$ cat src/rtl/ddr3_cmd_arbiter.sv
// N-port round-robin front-end for the DDR3 controller: tags accepted commands
// with the winning port ID and streams BLW write bursts from a locked port.
module ddr3_cmd_arbiter #(
    parameter int NPORTS = 2,
    parameter int PIDW   = 1,
    parameter int DW     = 16,
    parameter int AW     = 26
) (
    input  logic                         clk,
    input  logic                         resetbar,
    input  logic                         ready,
    input  logic [3*NPORTS-1:0]          port_cmd,
    input  logic [AW*NPORTS-1:0]         port_addr,
    input  logic [2*NPORTS-1:0]          port_sz,
    input  logic [3*NPORTS-1:0]          port_op,
    input  logic [DW*NPORTS-1:0]         port_din,
    input  logic [NPORTS-1:0]            port_wvalid,
    output logic [NPORTS-1:0]            port_ack,
    output logic [NPORTS-1:0]            port_dack,
    input  logic                         cmd_full,
    output logic                         cmd_put,
    output logic [3+AW+2+3+PIDW-1:0]     cmd_data,
    input  logic                         data_full,
    output logic                         data_put,
    output logic [DW-1:0]                data_out,
    output logic                         busy
);

    localparam logic [2:0] CMD_SCR = 3'd1;
    localparam logic [2:0] CMD_SCW = 3'd2;
    localparam logic [2:0] CMD_BLR = 3'd3;
    localparam logic [2:0] CMD_BLW = 3'd4;
    localparam logic [2:0] CMD_ATR = 3'd5;
    localparam logic [2:0] CMD_ATW = 3'd6;

    typedef enum logic {IDLE, BURST} state_t;

    state_t            state, state_nxt;
    logic [PIDW-1:0]   rr_ptr, rr_nxt;
    logic [PIDW-1:0]   lock, lock_nxt;
    logic [4:0]        bcnt, bcnt_nxt;

    logic [NPORTS-1:0] is_rd, is_wr, elig;
    logic              found;
    logic [PIDW-1:0]   win;
    logic [2:0]        win_cmd;
    logic [1:0]        win_sz;

    always_comb begin
        is_rd = '0;
        is_wr = '0;
        elig  = '0;
        for (int p = 0; p < NPORTS; p++) begin
            is_rd[p] = (port_cmd[p*3 +: 3] == CMD_SCR) || (port_cmd[p*3 +: 3] == CMD_BLR);
            is_wr[p] = (port_cmd[p*3 +: 3] == CMD_SCW) || (port_cmd[p*3 +: 3] == CMD_BLW) ||
                       (port_cmd[p*3 +: 3] == CMD_ATR) || (port_cmd[p*3 +: 3] == CMD_ATW);
            elig[p]  = ready & ~cmd_full & (is_rd[p] | (is_wr[p] & ~data_full));
        end
    end

    // Blocked writes are simply not eligible, so the scan skips past them.
    always_comb begin
        found = 1'b0;
        win   = '0;
        for (int k = 0; k < NPORTS; k++) begin
            if (!found && elig[(int'(rr_ptr) + k) % NPORTS]) begin
                found = 1'b1;
                win   = PIDW'((int'(rr_ptr) + k) % NPORTS);
            end
        end
    end

    assign win_cmd = port_cmd[int'(win)*3 +: 3];
    assign win_sz  = port_sz[int'(win)*2 +: 2];

    always_comb begin
        state_nxt = state;
        rr_nxt    = rr_ptr;
        lock_nxt  = lock;
        bcnt_nxt  = bcnt;
        port_ack  = '0;
        port_dack = '0;
        cmd_put   = 1'b0;
        cmd_data  = '0;
        data_put  = 1'b0;
        data_out  = '0;
        busy      = 1'b0;
        if (resetbar) begin
            case (state)
                IDLE: begin
                    if (found) begin
                        port_ack[win] = 1'b1;
                        cmd_put       = 1'b1;
                        cmd_data      = {win_cmd, port_addr[int'(win)*AW +: AW], win_sz,
                                         port_op[int'(win)*3 +: 3], win};
                        if (is_wr[win]) begin
                            data_put = 1'b1;
                            data_out = port_din[int'(win)*DW +: DW];
                        end
                        rr_nxt = (int'(win) == NPORTS - 1) ? '0 : win + PIDW'(1);
                        // Remaining beats after the first: (sz+1)*8-1.
                        if (win_cmd == CMD_BLW) begin
                            state_nxt = BURST;
                            lock_nxt  = win;
                            bcnt_nxt  = {win_sz, 3'b111};
                        end
                    end
                end
                BURST: begin
                    busy            = 1'b1;
                    data_put        = port_wvalid[lock] & ~data_full;
                    data_out        = port_din[int'(lock)*DW +: DW];
                    port_dack[lock] = data_put;
                    if (data_put) begin
                        bcnt_nxt = bcnt - 5'd1;
                        if (bcnt == 5'd1) state_nxt = IDLE;
                    end
                end
                default: state_nxt = IDLE;
            endcase
        end
    end

    always_ff @(posedge clk) begin
        if (!resetbar) begin
            state  <= IDLE;
            rr_ptr <= '0;
            lock   <= '0;
            bcnt   <= '0;
        end else begin
            state  <= state_nxt;
            rr_ptr <= rr_nxt;
            lock   <= lock_nxt;
            bcnt   <= bcnt_nxt;
        end
    end

endmodule

$ cat config.mk
export PLATFORM = sky130hd
export DESIGN_NAME = ddr3_cmd_arbiter
export DESIGN_NICKNAME = d
export VERILOG_FILES = /design/src/rtl/ddr3_cmd_arbiter.sv
export SDC_FILE = /design/constraint.sdc
export NUM_CORES = 1
export LEC_CHECK = 0
export ABC_AREA = 1
export ABC_CLOCK_PERIOD_IN_PS = 2000
export BUFFER_PORTS_ARGS = -buffer_cell sky130_fd_sc_hd__buf_2
export CAP_MARGIN = 20
export CORE_MARGIN = 1
export CORE_UTILIZATION = 37
export CTS_BUF_LIST = sky130_fd_sc_hd__clkbuf_8
export CTS_CLUSTER_DIAMETER = 150
export DETAILED_ROUTE_END_ITERATION = 8
export MAX_ROUTING_LAYER = met4
export PLACE_DENSITY_LB_ADDON = 0.08
export SETUP_SLACK_MARGIN = 0.4
export SYNTH_ARGS = -nofsm -noshare
export SYNTH_HDL_FRONTEND = slang
export SYNTH_SLANG_ARGS = --single-unit
$ cat constraint.sdc
create_clock -name clk -period 2 [get_ports clk]
set_input_delay 0.4 -clock clk [delete_from_list [all_inputs] [get_ports clk]]
set_output_delay 0.4 -clock clk [all_outputs]
set_load 0.05 [all_outputs]
==> results of run 1 <==
-- stage by stage --
stage | hold WS [ps] | cell area, µm² | util | instances | TNS (ps)
after CTS | 477 | 4050 | 0.937 | 536 | -10400
after detailed placement | 471 | 3160 | 0.730 | 514 | -17110
after global placement | 462 | 3160 | 0.730 | 514 | -15280
after floorplan | 447 | 2140 | - | 284 | -11620
-- repair_timing --
item	CTS
cloned	3
pin swaps	16
setup buffers	16
endpoints found under the setup margin	65
gates resized for setup	188
-- layer usage --
layer  GRT usage  overflow
met5           -         -
met2        1.36       357
met1       0.915         4
met4        1.27       152
met3       0.692         0
-- cell usage after synthesis, types with 2 or more instances --
| cell type | number |
|---|---|
| buf_6 | 5 |
| dfxtp_1 | 8 |
| inv_1 | 20 |
| clkbuf_1 | 3 |
| a22o_1 | 29 |
| nand2_2 | 7 |
| a21oi_1 | 40 |
| ha_1 | 2 |
| buf_2 | 6 |
| nor2_1 | 11 |
| nor3_1 | 10 |
| clkinv_1 | 2 |
| inv_2 | 3 |
| nor2_2 | 3 |
| buf_1 | 2 |
| o21ai_0 | 6 |
| nand3_1 | 15 |
| buf_4 | 3 |
| nor3_2 | 9 |
| nand2_1 | 88 |
-- logic make-up after synthesis --
| family | share of synthesized area |
|---|---|
| AO/OA/AOI/OAI | 0.325 |
| XOR/XNOR | 0.0105 |
| adder cells (fa/ha/maj) | 0.0151 |
| buffers and inverters | 0.133 |
| flip-flops | 0.0964 |
| multiplexers | 0.00602 |
| AND/OR/NAND/NOR | 0.414 |
==> results_dict.tcl, run 1 <==
set metrics [dict create \
    clock-root-buffer "clkbuf_8" \
    rows 24 \
    grt_max_degree 32 \
    synth_flop_cell "dfxtp_1" \
    cts_buffers 3 \
    synth.area.top_cells "nand2_1, a22o_1, a21oi_1" \
    worst_endpoint "data_out[15]" \
    grt-ovfl-total 513 \
    cts.htree.levels 1 \
    worst_endpoint_kind "output port" \
    last-stage-reached "global routing (5_1_grt)" \
    synth_top_cell_by_area "nand2_1" \
    num_io_pins 165 \
    die_h_um 69.0 \
    synth_area_um2 1660 \
    fp.dieW_um 69.0 \
    preCtsSetupSlack_ps -364 \
    synth_seq_cells 8 \
    outcome "aborted with a tool error" \
    cts.sinks 8 \
    yosysSeqAreaShare 0.0964 \
    yosysUniqueCellTypes 32 \
    synth_top_area_frac 0.199 \
    hpwl_mm 5.85 \
    synth_edf_count 0 \
    initial_core_util 0.384 \
    grtUsageTotal 1.05 \
    ys_async_sr_fraction 0 \
    cts_max_path_buffers 2 \
    yosysWarnings 0 \
    ctsHoldBuffers 0 \
    syn_avg_cell_area_um2 5.85 \
    syn_inst 284 \
    port_buffers 164 \
    gp_congestion 0.983 \
    syn-num-nets 393 \
    error "[ERROR GRT-0232] Routing congestion too high. Check the congestion heatmap in the GUI." \
]
==> inputs of run 2 (changes only) <==
Settings changed: CORE_UTILIZATION 37 to 33, CTS_BUF_LIST sky130_fd_sc_hd__clkbuf_8 to not set, CTS_CLUSTER_DIAMETER 150 to not set, MAX_ROUTING_LAYER met4 to not set, PLACE_DENSITY_LB_ADDON 0.08 to 0.15, SETUP_SLACK_MARGIN 0.4 to not set.
==> run 2 against run 1 <==
  * The flow now finishes, with violations (negative setup slack)
  * Synthesized cell count unchanged
  * Area after synthesis unchanged
==> results_dict.tcl, run 2 <==
set metrics [dict create \
    outcome "finished, violations left" \
    violations "negative setup slack" \
    antenna_found_initial 1 \
    synth_common_cells "nand2_1, a21oi_1, a22o_1, inv_1, nand3_1" \
    syn_inst 284 \
    relSlewSlack 0.770 \
    yosysMostFrequentCell "nand2_1" \
    synth_flop_cell "dfxtp_1" \
    slew_violations 0 \
    clock-root-buffer "clkbuf_8" \
    peakVddDrop_mv 0.514 \
    yosysWarnings 0 \
    crit_path_start_kind "input port" \
    ant_nets 0 \
    rows 25 \
    syn-num-nets 393 \
    path_clk_slew_ps 40 \
    finalSetupViolCount 55 \
    grt_pass1_vias 2849 \
    route.detailed.drc 0 \
    synth_edf_count 0 \
    core_area_um2 4790 \
    grt-ovfl-total 0 \
    hold_start "rr_ptr$_SDFFE_PN0P_" \
    mostFrequentLayoutCells "buf_2, nand2_1, buf_4" \
    synth-simple-area-share 0.414 \
    synth_top_area_frac 0.199 \
    cts_buffers 3 \
    timing.final.crit_period_ps 2440 \
    grtUsageTotal 0.340 \
    reg2regPathDepth 11 \
    synth.area.top_cells "nand2_1, a22o_1, a21oi_1" \
    cts_max_path_buffers 2 \
    grt_pass1_wl_mm 14.0 \
    worstReg2RegStart "rr_ptr$_SDFFE_PN0P_" \
    clkLatencyLatePin_ps 230 \
    rsz0062_at_grt "yes" \
    setup_slack_ps -443 \
    critical_path.top_delay_family "buffers and inverters" \
    yosys.area_share.adder 0.0151 \
    yosysSeqAreaShare 0.0964 \
    num_antenna_cells 0 \
    path_max_fanout 11 \
    dp.cells 533 \
    hold_violations 0 \
    area_delta_synth_final_pct 141 \
    p_per_area_nw_per_um2 322 \
    ys_async_sr_fraction 0 \
    preCtsSetupSlack_ps -377 \
    num_io_pins 165 \
    fp.dieW_um 73.0 \
    regMostFlops "bcnt" \
    maxCapViolations 0 \
    crit_path_top_delay_cell "a22o_2" \
    layoutNonFillerInstCount 551 \
    vias 3198 \
    critPathKind "in -> out" \
    rrSetupSlack_ps 270 \
    synth_compound_area_frac 0.325 \
    whs_ps 517 \
    synth_top_cell_by_area "nand2_1" \
    cp_num_buf_inv 6 \
    fp.dieArea_um2 5320 \
    yosysUniqueCellTypes 32 \
    drt_wl_total_mm 11.7 \
    port_buffers 164 \
    placed_area_um2 3180 \
    layout-drive-gt1-share 0.671 \
    critPathRequiredTime_ps 1600 \
    hold_path_class "reg -> reg" \
    die_h_um 73.0 \
    muxShareOfSynthArea 0.00602 \
    cp.depth 13 \
    grt_max_degree 23 \
    post_drt_via_cell_ratio 5.80 \
    yosys.area_share.xor_xnor 0.0105 \
    largest_reg_flops 5 \
    tightest_slew_ps 345 \
    fmax_ghz 0.409 \
    cpMostUsedCell "nand2_2" \
    skew_ps 0.244 \
    drt_iter0_drc 263 \
    slowest_delay_ps 230 \
    r2r-end "bcnt[4]$_SDFFE_PN0P_" \
    wl_per_cell_um 21.2 \
    arrival_ps 2040 \
    path_cells "buf_2 > nand2_4 > nand3_4 > a21oi_4 > inv_2 > nand2_2 > inv_4 > nor2_4 > nand2_2 > clkinv_4 > buf_12 > a22o_2 > buf_8" \
    hpwl_mm 5.73 \
    initial_core_util 0.347 \
    fin_area_um2 4000 \
    synth_seq_cells 8 \
    nNetsFinal 595 \
    cts_tree "built" \
    cts.htree.levels 1 \
    cts.sinks 8 \
    gp_congestion 0.830 \
    firstDrtPassIters 5 \
    end_kind "output port" \
    final_common_cell "buf_2" \
    synth_area_um2 1660 \
    synth_top_family_by_area "simple AND/OR/NAND/NOR gates" \
    p_leak_nw 1.98 \
    hold_path_end "rr_ptr$_SDFFE_PN0P_" \
    syn_avg_cell_area_um2 5.85 \
    period_share 1.22 \
    whs_path_depth 2 \
]
==> run 2: cell counts after synthesis <==
Identical to the previous run, type by type.
==> run 2: worst max path at each step <==
stage                   endpoint        start
global route        cmd_data[19]  port_cmd[4]
floorplan           cmd_data[32]  port_cmd[5]
finish              cmd_data[19]  port_cmd[3]
detailed placement   cmd_data[2]  port_cmd[5]
CTS                  data_out[7]  port_cmd[4]
global placement     cmd_data[2]  port_cmd[5]
==> run 2: layout make-up <==
| type | count | area (µm²) |
|---|---|---|
| Tap cell | 67 | 83.8 |
| Multi-Input combinational cell | 232 | 1780 |
| Inverter | 25 | 138 |
| Sequential cell | 8 | 161 |
| Clock buffer | 3 | 41.3 |
| Timing Repair inverter | 1 | 8.76 |
| Fill cell | 281 | 782 |
| Timing Repair Buffer | 215 | 1790 |
==> run 2: per-layer routing <==
layer  up-vias  track usage  share of wire
li1       1368            -              -
met1      1422        0.378           0.33
met2       298        0.620           0.46
met3       110       0.0773           0.12
met4         0        0.142          0.091
met5         -            0              0
==> run 2: kinds of logic after synthesis <==
kind of cell             count (synthesis)
AND/OR/NAND/NOR                        147
AO/OA/AOI/OAI                           80
adder cells (fa/ha/maj)                  2
flip-flops                               8
multiplexers                             1
buffers and inverters                   44
XOR/XNOR                                 2
==> run 2: power breakdown <==
part	internal [W]	switching [W]	total [W]
Sequential	0.000167	0.00000610	0.000173
Combinational	0.000389	0.000529	0.000918
Clock	0.000131	0.0000666	0.000197
Total	0.000687	0.000602	0.00129
==> run 2: what timing repair did <==
| action | in CTS | in global routing |
|---|---|---|
| gates cloned | 3 | 2 |
| buffers inserted | 8 | 4 |
| hold buffers | 0 | 0 |
| setup endpoints to repair | 54 | 61 |
| resized for setup | 145 | 36 |
| pin swaps | 9 | 4 |
==> run 2: metrics by stage <==
step                utilization  total power [W]  setup TNS, ps
detailed placement        0.665         0.000869         -17770
finish                    0.837          0.00129         -15790
CTS                       0.797          0.00119          -9290
global route              0.837          0.00134         -17650
global placement          0.665         0.000862         -15070
floorplan                     -         0.000627         -11310
==> run 2: worst min-delay path: cells and delay by family (launching register included) <==
kind | cells | cell delay (ps)
buf+inv | 1 | 80
flops | 1 | 300
compound gates | 1 | 80
Note: power is estimated with default switching activity, not from simulation.
==> inputs of run 3 (changes only) <==
--- a/config.mk
+++ b/config.mk
@@ -11,3 +11,3 @@
 export CAP_MARGIN = 20
-export CORE_MARGIN = 1
+export CORE_MARGIN = 1.5
 export CORE_UTILIZATION = 33
--- a/constraint.sdc
+++ b/constraint.sdc
@@ -3,2 +3,2 @@
 set_output_delay 0.4 -clock clk [all_outputs]
-set_load 0.05 [all_outputs]
+set_load 0.005 [all_outputs]
==> run 3 against run 2 <==
  * The run still ends with negative setup slack left
  * Via count down 18%
  * Clock power hardly changed
  * Sequential share of layout area rose by 1.0 points
  * First-iteration DRC count is 61% lower
  * Register-to-register slack gained 100 ps
  * Cell area down 21%
  * Count of clock-buffer cells in the layout stayed put
  * Sequential power about the same
  * Global-route usage is 12 points lower
  * Power decreased by 31%
  * Critical path depth shrank 2
==> results_dict.tcl, run 3 (synthesized netlist as in run 2, its figures left out) <==
set metrics [dict create \
    outcome "finished, violations left" \
    violations "negative setup slack" \
    regMostFlops "bcnt" \
    cts.htree.levels 1 \
    whs_ps 469 \
    skew_ps 2.61 \
    peakVddDrop_mv 0.348 \
    whs_path_depth 2 \
    fmax_ghz 0.474 \
    hold_path_class "reg -> reg" \
    core_area_um2 4790 \
    wl_per_cell_um 13.0 \
    firstDrtPassIters 4 \
    num_io_pins 165 \
    port_buffers 164 \
    p_total_w 0.000894 \
    fp.dieW_um 74.0 \
    crit_path_top_delay_cell "a21oi_4" \
    cts_max_path_buffers 2 \
    crit_path_start_kind "input port" \
    timing.final.crit_period_ps 2110 \
    ant_nets 0 \
    period_share 1.06 \
    critical_path.startpoint "port_cmd[3]" \
    reg2regPathDepth 13 \
    vias 2623 \
    path_clk_slew_ps 40 \
    worstReg2RegStart "rr_ptr$_SDFFE_PN0P_" \
    fp.dieArea_um2 5470 \
    p_per_area_nw_per_um2 283 \
    fin_area_um2 3160 \
    fin_tns_setup_ps -3740 \
    hold_violations 0 \
    rsz0062_at_grt "yes" \
    grt-ovfl-total 0 \
    seq_power_share 0.192 \
    clock-root-buffer "clkbuf_8" \
    die_h_um 74.0 \
    tightest_slew_ps 360 \
    nNetsFinal 579 \
    p_comb_frac 0.591 \
    finalSetupViolCount 50 \
    hpwl_mm 5.07 \
    ctsHoldBuffers 0 \
    fin_util 0.660 \
    final_common_cell "buf_2" \
    setup_slack_ps -112 \
    rrSetupSlack_ps 370 \
    maxCapViolations 0 \
    largest_reg_flops 5 \
    end_kind "output port" \
    initial_core_util 0.347 \
    cts.sinks 8 \
    path_max_fanout 10 \
    post_drt_via_cell_ratio 4.90 \
    grt_pass1_vias 2216 \
    mostFrequentLayoutCells "buf_2, nand2_1, a21oi_1" \
    p_sw_frac 0.360 \
    antenna_found_initial 0 \
    clkPwrFrac 0.217 \
    drt_wl_total_mm 6.97 \
    cts_buffers 3 \
    gp_congestion 0.844 \
    power.switching_w 0.000322 \
    hold_start "rr_ptr$_SDFFE_PN0P_" \
    p_leak_nw 1.76 \
    relSlewSlack 0.757 \
    grtUsageTotal 0.221 \
    cellInternalPower_w 0.000572 \
    cp_num_buf_inv 5 \
    path_cells "buf_8 > nand2_4 > nand3_4 > a21oi_4 > nand2_4 > buf_12 > nand2_4 > inv_4 > clkbuf_16 > a22o_1 > buf_2" \
    layout-drive-gt1-share 0.588 \
    r2r-end "bcnt[3]$_SDFFE_PN0P_" \
    grt_max_degree 32 \
    area_delta_synth_final_pct 90.1 \
    slew_violations 0 \
    critPathKind "in -> out" \
    critPathRequiredTime_ps 1600 \
    grt_pass1_wl_mm 9.83 \
    drt_iter0_drc 102 \
    critical_path.top_delay_family "buffers and inverters" \
    clkLatencyLatePin_ps 230 \
    hold_path_end "rr_ptr$_SDFFE_PN0P_" \
    rows 25 \
    num_antenna_cells 0 \
    placed_area_um2 2730 \
    route.detailed.drc 0 \
    slowest_delay_ps 190 \
    arrival_ps 1710 \
    cpMostUsedCell "nand2_4" \
    cts_tree "built" \
]
[run 3: cell types whose count changed in the layout (fill, tap and decap cells not counted), moves of 4 or more]
cell     before  now
buf_8        23    2
inv_2         1    5
buf_4        41   22
nor3_4       16    3
nor3_2        2   12
a22o_2       10    0
a22o_1        0   29
a21oi_4       5    1
nand2_1      76   72
a22o_4       19    0
a21oi_1      27   32
buf_2       105  157
buf_6        36   10
[run 3: power groups by stage]
stage	Clock (W)	Sequential (W)	Combinational (W)
floorplan	0	0.000173	0.000207
global placement	0	0.000174	0.000427
detailed placement	0	0.000174	0.000432
CTS	0.000196	0.000171	0.000484
global route	0.000207	0.000172	0.000577
finish	0.000194	0.000172	0.000528
[run 3: tightest hold or removal path: stages, from the launching register on]
cell and delay (ps):
dfxtp_1 290, inv_1 70, a21oi_1 60
[run 3: how the worst max path moves through the flow]
stage                    to  cells past startpoint  slack [ps]
4_1_cts         data_out[4]                     11        -100
2_1_floorplan  cmd_data[23]                     12         140
6_report       cmd_data[16]                     11        -110
5_1_grt         data_out[9]                     13        -180
3_5_place_dp    data_out[1]                     12        -200
3_3_place_gp    data_out[2]                     12        -120
[run 3: layout make-up]
cell class | instances | area [µm²]
Inverter | 25 | 111
Multi-Input combinational cell | 232 | 1470
Clock buffer | 3 | 41.3
Tap cell | 67 | 83.8
Timing Repair Buffer | 200 | 1290
Sequential cell | 8 | 160
Fill cell | 444 | 1630
[run 3: routing by layer]
metal / wire length [µm] / up-vias / track usage
met5: 0 / - / 0
met4: 52 / 0 / 0.0350
met3: 472 / 9 / 0.0136
met2: 3710 / 110 / 0.408
met1: 2740 / 1166 / 0.287
li1: - / 1338 / -
[run 3: timing repair]
action	in CTS	in global routing
cloned	1	2
pin swaps	9	9
endpoints found under the setup margin	54	54
setup buffers	3	3
hold endpoints to repair	0	0
resized for setup	42	37
[run 3: per-stage QoR]
step                setup WS (ps)  instances
floorplan                     143        284
global placement             -119        524
detailed placement           -201        524
CTS                          -104        531
global route                 -182        535
finish                       -112        535
